`src/rtl/irq_pkg.sv`:
```
// irq_pkg: shared constants, state encoding and helpers for the interrupt
// path (priority encoder, pending latch, dispatcher).
package irq_pkg;

  localparam int unsigned N_IRQ    = 4;
  localparam int unsigned IRQ_ID_W = 2;

  // Default vector table placement: ID 0 at 0x100, 16-byte spacing.
  localparam logic [31:0] DEF_VEC_BASE       = 32'h0000_0100;
  localparam int unsigned DEF_VEC_STRIDE_LG2 = 4;

  typedef enum logic [1:0] {
    ST_IDLE    = 2'd0,
    ST_REQ     = 2'd1,
    ST_SERVICE = 2'd2
  } irq_state_e;

  // Handler address for an interrupt ID; the add wraps at 32 bits.
  function automatic logic [31:0] vec_addr(
    input logic [31:0]         base,
    input int unsigned         stride_lg2,
    input logic [IRQ_ID_W-1:0] id
  );
    logic [31:0] offset;
    offset = 32'(id) << stride_lg2;
    return base + offset;
  endfunction

  // One-hot mask selecting the given ID in the pending latch.
  function automatic logic [N_IRQ-1:0] id_onehot(input logic [IRQ_ID_W-1:0] id);
    logic [N_IRQ-1:0] one;
    one = N_IRQ'(1);
    return one << id;
  endfunction

endpackage

```
`src/rtl/irq_ack_timer.sv`:
```
// irq_ack_timer: counts cycles a request waits for acknowledge.
// Only instantiated when IRQ_DISPATCH_TIMEOUT_EN is defined.
// o_last is registered and marks the final cycle the request may stay
// pending; if it is still unacknowledged at that edge the count reaches
// ACK_TIMEOUT and the dispatcher abandons it.
module irq_ack_timer #(
  parameter int unsigned ACK_TIMEOUT = 16
) (
  input  logic clk,
  input  logic rst,
  input  logic i_clear,
  input  logic i_run,
  output logic o_last
);

  localparam logic [7:0] LAST_COUNT = 8'(ACK_TIMEOUT - 32'd1);
  localparam logic       LAST_AT_ZERO = (LAST_COUNT == 8'd0);

  logic [7:0] r_count;
  logic       r_last;
  logic [7:0] w_count_inc;

  assign w_count_inc = r_count + 8'd1;

  // Wait counter: held at zero outside REQ, advances on each unacked REQ cycle.
  always_ff @(posedge clk) begin
    if (rst) begin
      r_count <= 8'd0;
      r_last  <= LAST_AT_ZERO;
    end else if (i_clear) begin
      r_count <= 8'd0;
      r_last  <= LAST_AT_ZERO;
    end else if (i_run) begin
      r_count <= w_count_inc;
      r_last  <= (w_count_inc == LAST_COUNT);
    end else begin
      r_count <= r_count;
      r_last  <= r_last;
    end
  end

  assign o_last = r_last;

endmodule

```
`src/rtl/irq_dispatcher.sv`:
```
// irq_dispatcher: turns the encoder's winning ID into a CPU request with a
// vector address and runs the request / ack / end-of-interrupt handshake.
// On ack it pulses a one-hot clear to the pending latch.
// Optional feature: define IRQ_DISPATCH_TIMEOUT_EN to abandon requests that
// are not acknowledged within ACK_TIMEOUT cycles.
module irq_dispatcher
  import irq_pkg::*;
#(
  parameter logic [31:0] VEC_BASE       = DEF_VEC_BASE,
  parameter int unsigned VEC_STRIDE_LG2 = DEF_VEC_STRIDE_LG2,
  parameter int unsigned ACK_TIMEOUT    = 16
) (
  input  logic                clk,
  input  logic                rst,
  input  logic                irq_in,
  input  logic [IRQ_ID_W-1:0] irq_id,
  input  logic                cpu_ack,
  input  logic                cpu_eoi,
  output logic                cpu_irq,
  output logic [31:0]         cpu_vector,
  output logic [N_IRQ-1:0]    clr_pending,
  output logic [IRQ_ID_W-1:0] active_id,
  output logic                busy,
  output logic                timeout
);

  // Reject timeout settings the 8-bit timer cannot represent.
  if ((ACK_TIMEOUT < 32'd1) || (ACK_TIMEOUT > 32'd255)) begin : g_bad_ack_timeout
    $error("irq_dispatcher: ACK_TIMEOUT must be within 1..255");
  end

  irq_state_e          r_state;
  logic                r_cpu_irq;
  logic [31:0]         r_cpu_vector;
  logic [N_IRQ-1:0]    r_clr_pending;
  logic [IRQ_ID_W-1:0] r_active_id;
  logic                r_busy;
  logic                r_timeout;

  logic w_expire;
  logic w_preempt;

  // A strictly higher-priority source (lower ID) may replace the pending one.
  assign w_preempt = irq_in && (irq_id < r_active_id);

`ifdef IRQ_DISPATCH_TIMEOUT_EN
  logic w_timer_clear;
  logic w_timer_run;
  logic w_timer_last;

  assign w_timer_clear = (r_state != ST_REQ);
  assign w_timer_run   = (r_state == ST_REQ) && !cpu_ack;

  irq_ack_timer #(
    .ACK_TIMEOUT(ACK_TIMEOUT)
  ) u_ack_timer (
    .clk     (clk),
    .rst     (rst),
    .i_clear (w_timer_clear),
    .i_run   (w_timer_run),
    .o_last  (w_timer_last)
  );

  // An ack arriving on the expiry cycle wins because w_timer_run excludes it.
  assign w_expire = w_timer_run && w_timer_last;
`else
  assign w_expire = 1'b0;
`endif

  // Dispatch FSM; every output is produced directly from this register set.
  always_ff @(posedge clk) begin
    if (rst) begin
      r_state       <= ST_IDLE;
      r_cpu_irq     <= 1'b0;
      r_cpu_vector  <= 32'd0;
      r_clr_pending <= '0;
      r_active_id   <= '0;
      r_busy        <= 1'b0;
      r_timeout     <= 1'b0;
    end else begin
      // Pulses default low and are raised only on their triggering edge.
      r_clr_pending <= '0;
      r_timeout     <= 1'b0;
      case (r_state)
        ST_IDLE: begin
          if (irq_in) begin
            r_state      <= ST_REQ;
            r_active_id  <= irq_id;
            r_cpu_irq    <= 1'b1;
            r_cpu_vector <= vec_addr(VEC_BASE, VEC_STRIDE_LG2, irq_id);
            r_busy       <= 1'b1;
          end else begin
            r_state      <= ST_IDLE;
            r_cpu_irq    <= 1'b0;
            r_cpu_vector <= 32'd0;
            r_busy       <= 1'b0;
          end
        end
        ST_REQ: begin
          if (cpu_ack) begin
            // Ack applies to the ID presented this cycle, even if a
            // higher-priority source shows up at the same time.
            r_state       <= ST_SERVICE;
            r_cpu_irq     <= 1'b0;
            r_cpu_vector  <= 32'd0;
            r_clr_pending <= id_onehot(r_active_id);
            r_busy        <= 1'b1;
          end else if (w_expire) begin
            // Abandon without clearing the pending bit so it re-arbitrates.
            r_state      <= ST_IDLE;
            r_cpu_irq    <= 1'b0;
            r_cpu_vector <= 32'd0;
            r_busy       <= 1'b0;
            r_timeout    <= 1'b1;
          end else if (w_preempt) begin
            r_state      <= ST_REQ;
            r_active_id  <= irq_id;
            r_cpu_irq    <= 1'b1;
            r_cpu_vector <= vec_addr(VEC_BASE, VEC_STRIDE_LG2, irq_id);
            r_busy       <= 1'b1;
          end else begin
            r_state      <= ST_REQ;
            r_cpu_irq    <= 1'b1;
            r_busy       <= 1'b1;
          end
        end
        ST_SERVICE: begin
          // No nesting: new requests wait until the handler signals eoi.
          if (cpu_eoi) begin
            r_state <= ST_IDLE;
            r_busy  <= 1'b0;
          end else begin
            r_state <= ST_SERVICE;
            r_busy  <= 1'b1;
          end
          r_cpu_irq    <= 1'b0;
          r_cpu_vector <= 32'd0;
        end
        default: begin
          r_state      <= ST_IDLE;
          r_cpu_irq    <= 1'b0;
          r_cpu_vector <= 32'd0;
          r_active_id  <= '0;
          r_busy       <= 1'b0;
        end
      endcase
    end
  end

  assign cpu_irq     = r_cpu_irq;
  assign cpu_vector  = r_cpu_vector;
  assign clr_pending = r_clr_pending;
  assign active_id   = r_active_id;
  assign busy        = r_busy;
  assign timeout     = r_timeout;

endmodule

```
`config.mk`:
```
export PLATFORM = sky130hd
export DESIGN_NAME = irq_dispatcher
export DESIGN_NICKNAME = d
export VERILOG_FILES = /design/src/rtl/irq_pkg.sv /design/src/rtl/irq_ack_timer.sv /design/src/rtl/irq_dispatcher.sv
export SDC_FILE = /design/constraint.sdc
export NUM_CORES = 1
export LEC_CHECK = 0
export BUFFER_PORTS_ARGS = -buffer_cell sky130_fd_sc_hd__buf_2
export CELL_PAD_IN_SITES_DETAIL_PLACEMENT = 1
export CELL_PAD_IN_SITES_GLOBAL_PLACEMENT = 2
export CORE_MARGIN = 3
export CORE_UTILIZATION = 24
export DETAILED_ROUTE_END_ITERATION = 10
export PLACE_DENSITY_LB_ADDON = 0.1
export SYNTH_ARGS = -nofsm -noshare
export SYNTH_HDL_FRONTEND = slang
export SYNTH_SLANG_ARGS = --single-unit
```
`constraint.sdc`:
```
create_clock -name clk -period 3.5 [get_ports clk]
set_input_delay 0.7 -clock clk [delete_from_list [all_inputs] [get_ports clk]]
set_output_delay 0.7 -clock clk [all_outputs]
set_load 0.05 [all_outputs]
```
# ---- Word-level counts from Yosys, hierarchy flattened
# Index checks and enable logic that the tools add are counted.
dict set report word_totals {
  ram_bits 0
  romBits 0
  input_bits 7
  elab_cells 39
  regBits 42
  output_inout_bits 41
  latchBits 0
  n_memories 0
}
dict set report op_classes {
  mux 17
  n_shift 1
  multipliers 0
  n_reduce_logical 4
  n_addsub 1
  div_mod_pow 0
  bitwise 3
  order_cmp 1
  n_eq_ne 6
}
# operator n
set ops {}
lappend ops {{$mux W32} 2}
lappend ops {{$pmux W32 S2} 1}
lappend ops {{$pmux W2 S3} 2}
lappend ops {{$add A9 B6 Y10 const A} 1}
lappend ops {{$mux W10} 1}
lappend ops {{$mux W2} 5}
lappend ops {{$ne A2 B2 Y1 const B} 3}
lappend ops {{$mux W1} 4}
lappend ops {{$reduce_and A4 Y1} 1}
lappend ops {{$shl A1 B2 Y4 const A} 1}
lappend ops {{$ne A3 B3 Y1 const B} 1}
lappend ops {{$not A1 Y1} 3}
lappend ops {{$pmux W1 S3} 1}
lappend ops {{$reduce_or A3 Y1} 1}
lappend ops {{$eq A2 B1 Y1 const B} 1}
lappend ops {{$eq A2 B2 Y1 const B} 1}
lappend ops {{$logic_not A2 Y1} 1}
lappend ops {{$lt A2 B2 Y1} 1}
lappend ops {{$pmux W1 S2} 1}
lappend ops {{$logic_and A1 B1 Y1} 1}

# ---- Longest topological paths before layout
dict set report depth {
  ltp_word 5
  depth_mapped 5
  depth_no_buf 5
}

# ---- Worst setup path before layout
# No wires, ideal clock.
dict set report synth_timing {
  path_type {reg2reg}
  from {register r_active_id[1] (netlist: active_id[1])}
  to {register r_active_id[0] (netlist: active_id[0])}
  setup_time_ps 129
  stages_incl_launch_ff 6
  arrival_time_ps 1654
  slack_ps 1717
  synth_period_minus_slack_ps 1783
  t_required_ps 3371
  path_buffers 0
  cell_sequence {dfxtp_1 inv_1 ha_1 a2111o_1 nand3_1 a22oi_2}
}
dict set report synth_via {
  elab_chain_cells 4
}
# item line_no
set synth_rtl {}
lappend synth_rtl {{start, declared} irq_dispatcher.sv:36} ;# logic [IRQ_ID_W-1:0] r_active_id;
lappend synth_rtl {{start signal, assigned} irq_dispatcher.sv:88} ;# r_active_id <= irq_id;
lappend synth_rtl {{start signal, assigned} irq_dispatcher.sv:117} ;# r_active_id <= irq_id;
lappend synth_rtl {{$lt A2 B2 Y1} irq_dispatcher.sv:44} ;# assign w_preempt = irq_in && (irq_id < r_active_id);
lappend synth_rtl {{$logic_and A1 B1 Y1} irq_dispatcher.sv:44}
lappend synth_rtl {{$ne A2 B2 Y1 (no line)} --}
lappend synth_rtl {{$reduce_and A4 Y1 (no line)} --}
# No other way between the ends.
# A chain may end at the register's enable or synchronous reset.

# ---- Worst setup path after layout
dict set report layout_timing {
  from {register r_active_id[0] (netlist: active_id[0])}
  to {output port active_id[0]}
}
# item line_no
set layout_rtl {}
lappend layout_rtl {{end, declared} irq_dispatcher.sv:22} ;# output logic [IRQ_ID_W-1:0] active_id,
# No word-level cell between the ends.

==> qor.txt <==
status: completed
TNS Setup: 0 ns
DRC Markers: 0
share of the synthesized area in the top cell type: 33.3%
worst hold path type: flip-flop to flip-flop
Clock power frac: 23.9%
max cap viols: 0
fin worst setup slack: 1.76 ns
Area contributors post-synth: dfxtp_1 (33%), buf_4 (29%), nand2_1 (3.8%)
Die W: 63.1 microns
CP Max Fanout: 7
layout cells sized above 1: 26.7%
Post-Synthesis Cells: 86
clock buffer depth: 2
gr usage total: 7.89%
Net Sw Frac: 45.0%
sequential-to-total area share from yosys stat: 33.3%
Port Buffers: 17
WP data required: 2.80 ns
highest-delay cell along the critical path: dfxtp_1
final setup fails: 0
Die ar.: 3980 sq um
Syn Area/Cell: 9.09 sq um
grt met2 use: 11.2%
core region area: 3080 sq um
# IOs: 48
pin count of the biggest net entering global routing: 9
CP Data Arrival Time: 1.04 ns
Nets: 114
CP endpoint kind: output pin
DP HPWL: 1280 microns
ys flop type: dfxtp_1
GR met1 Demand/Resource: 9.80%
synthesis-stage register bit count: 13
register area: 260 sq um
row cnt: 20
drt first pass iters: 3
Initial Util: 25.4%
GRT Residual Overflow: 0
first-pass GRT wire length: 2390 microns
die height: 63.1 microns
FFs w/ async S/R, synth: 0%
Placement Setup Slack: 1.69 ns
Buf/Inv on CP: 1
CTS buffer count: 3
synth unique cells: 26
EDFF count, synth: 0
P&R area growth vs syn: 5.12%
Crit Path Class: flip-flop to output pin
Peak VDD IR: 87.5 uV
Comb pwr share: 34.6%
Post-Route WL: 1530 microns
Worst path max stage delay: 0.46 ns
crit-path cells: buf_2
Root Buffer: clkbuf_4
clock sink total: 13
Filler Cell Count: 397
Hold Buf Count CTS: 0
Initial DRC Count: 4
Clock Skews: 0.00642 ns
Slew Viols, Final: 0
routed len/inst: 10.3 microns
area leader, netlist: dfxtp_1
overall power: 0.396 mW
Final Core Density: 26.7%
most frequent cell after synthesis: buf_4
Leak Pwr: 0.380 nW
RSZ-0062 raised after global routing: false
Resized cells post-CTS: 0
min Tclk post-route: 1.74 ns
dpl cell area: 795 sq um
number of global-route vias before repair: 511
sequential power share: 41.4%
CTS tree: yes
cell area after synthesis: 782 sq um
worst-skew pair later-pin latency: 0.28 ns
RD Place Congestion: 0.695
CP delay by family, top: flip-flops
Final Cycle Share: 49.8%
Synth top cells by count: buf_4 (30), dfxtp_1 (13), nand2_1 (8)
H-tree depth: 1
footprint of the multi-input gates: 383 sq um
GR Layer Usage met3: 2.67%
global route hottest layer: met2
Reg clk slew, reported paths: 0.08 ns
Hold Fails Final Rpt: 0
yosys synthesis warning count: 0
Pint: 0.218 mW
crit start category: flip-flop
fin area: 822 sq um
n_diodes: 0
Post-DRT Antenna Nets: 0
Power Density: 481 nW/um^2
initial antenna violation count: 0
fmax: 574 MHz
sw power: 0.178 mW
postcts setup bufs: 0
DR vias: 533
vias per cell: 3.58
==> layout by cell type, fill, tap and decap left out, drive strengths merged, types with 2 or more instances in the layout <==
cell type,count
a211oi,2
a21oi,3
a22oi,2
buf,17
clkbuf,3
conb,30
dfxtp,13
inv,3
mux2i,2
nand2,8
nand2b,3
nand3,2
nor2,3
nor4,4
==> metal layers <==
metal / part of all wire, % / vias to the layer above
met1: 46 / 236
met5: 0 / -
li1: - / 265
met2: 41 / 30
met3: 11 / 2
met4: 1.4 / 0
==> cells by family (layout without fill, tap and decap cells) <==
| family | after synthesis | after routing | synth area share [%] |
|---|---|---|---|
| buf+inv | 34 | 24 | 31.7 |
| fa+ha+maj | 1 | 1 | 1.60 |
| other cells | 1 | 30 | 0.480 |
| flops | 13 | 13 | 33.3 |
| simple gates | 23 | 23 | 15.7 |
| compound gates | 12 | 12 | 14.7 |
| mux | 2 | 2 | 2.56 |
==> registers in the layout, summed over array words and instances (netlist names) <==
register	cells
busy	1
active_id	2
cpu_vector	3
cpu_irq	1
clr_pending	4
r_state	2
==> worst paths after layout <==
path	endpoint	start	depth (start not counted)	slack (ns)
worst max-delay path	active_id[0]	active_id[0]	1	1.76
worst min-delay path	cpu_vector[5]	cpu_vector[5]	2	0.47
worst max register to register	active_id[1]	active_id[1]	5	1.97
worst min register to register	cpu_vector[5]	cpu_vector[5]	2	0.47
==> power groups by stage <==
stage | clock network, mW | registers [mW] | logic [mW]
floorplan | 0 | 0.190 | 0.124
global placement | 0 | 0.168 | 0.136
detailed placement | 0 | 0.168 | 0.137
CTS | 0.102 | 0.164 | 0.137
global route | 0.107 | 0.166 | 0.144
finish | 0.0947 | 0.164 | 0.137
==> layout make-up <==
cell class | count | share of cell area [%]
Inverter | 3 | 1.37
Clock buffer | 3 | 2.74
Clock inverter | 1 | 0.609
Tap cell | 44 | 6.70
Sequential cell | 13 | 31.7
Multi-Input combinational cell | 68 | 46.6
Timing Repair Buffer | 17 | 10.4
==> worst register-to-register path, cell delays in order (launching register included) <==
cell and delay, ns:
dfxtp_1 0.43, inv_1 0.12, ha_1 0.32, a2111o_1 0.39, nand3_1 0.11, a22oi_2 0.05
==> stage by stage <==
| stage | instances | hold slack [ns] |
|---|---|---|
| 2_1_floorplan | 115 | 0.568 |
| 6_report | 149 | 0.471 |
| 3_3_place_gp | 145 | 0.454 |
| 4_1_cts | 149 | 0.475 |
| 3_5_place_dp | 145 | 0.462 |
| 5_1_grt | 149 | 0.493 |
Note: power is estimated with default switching activity, not from simulation.
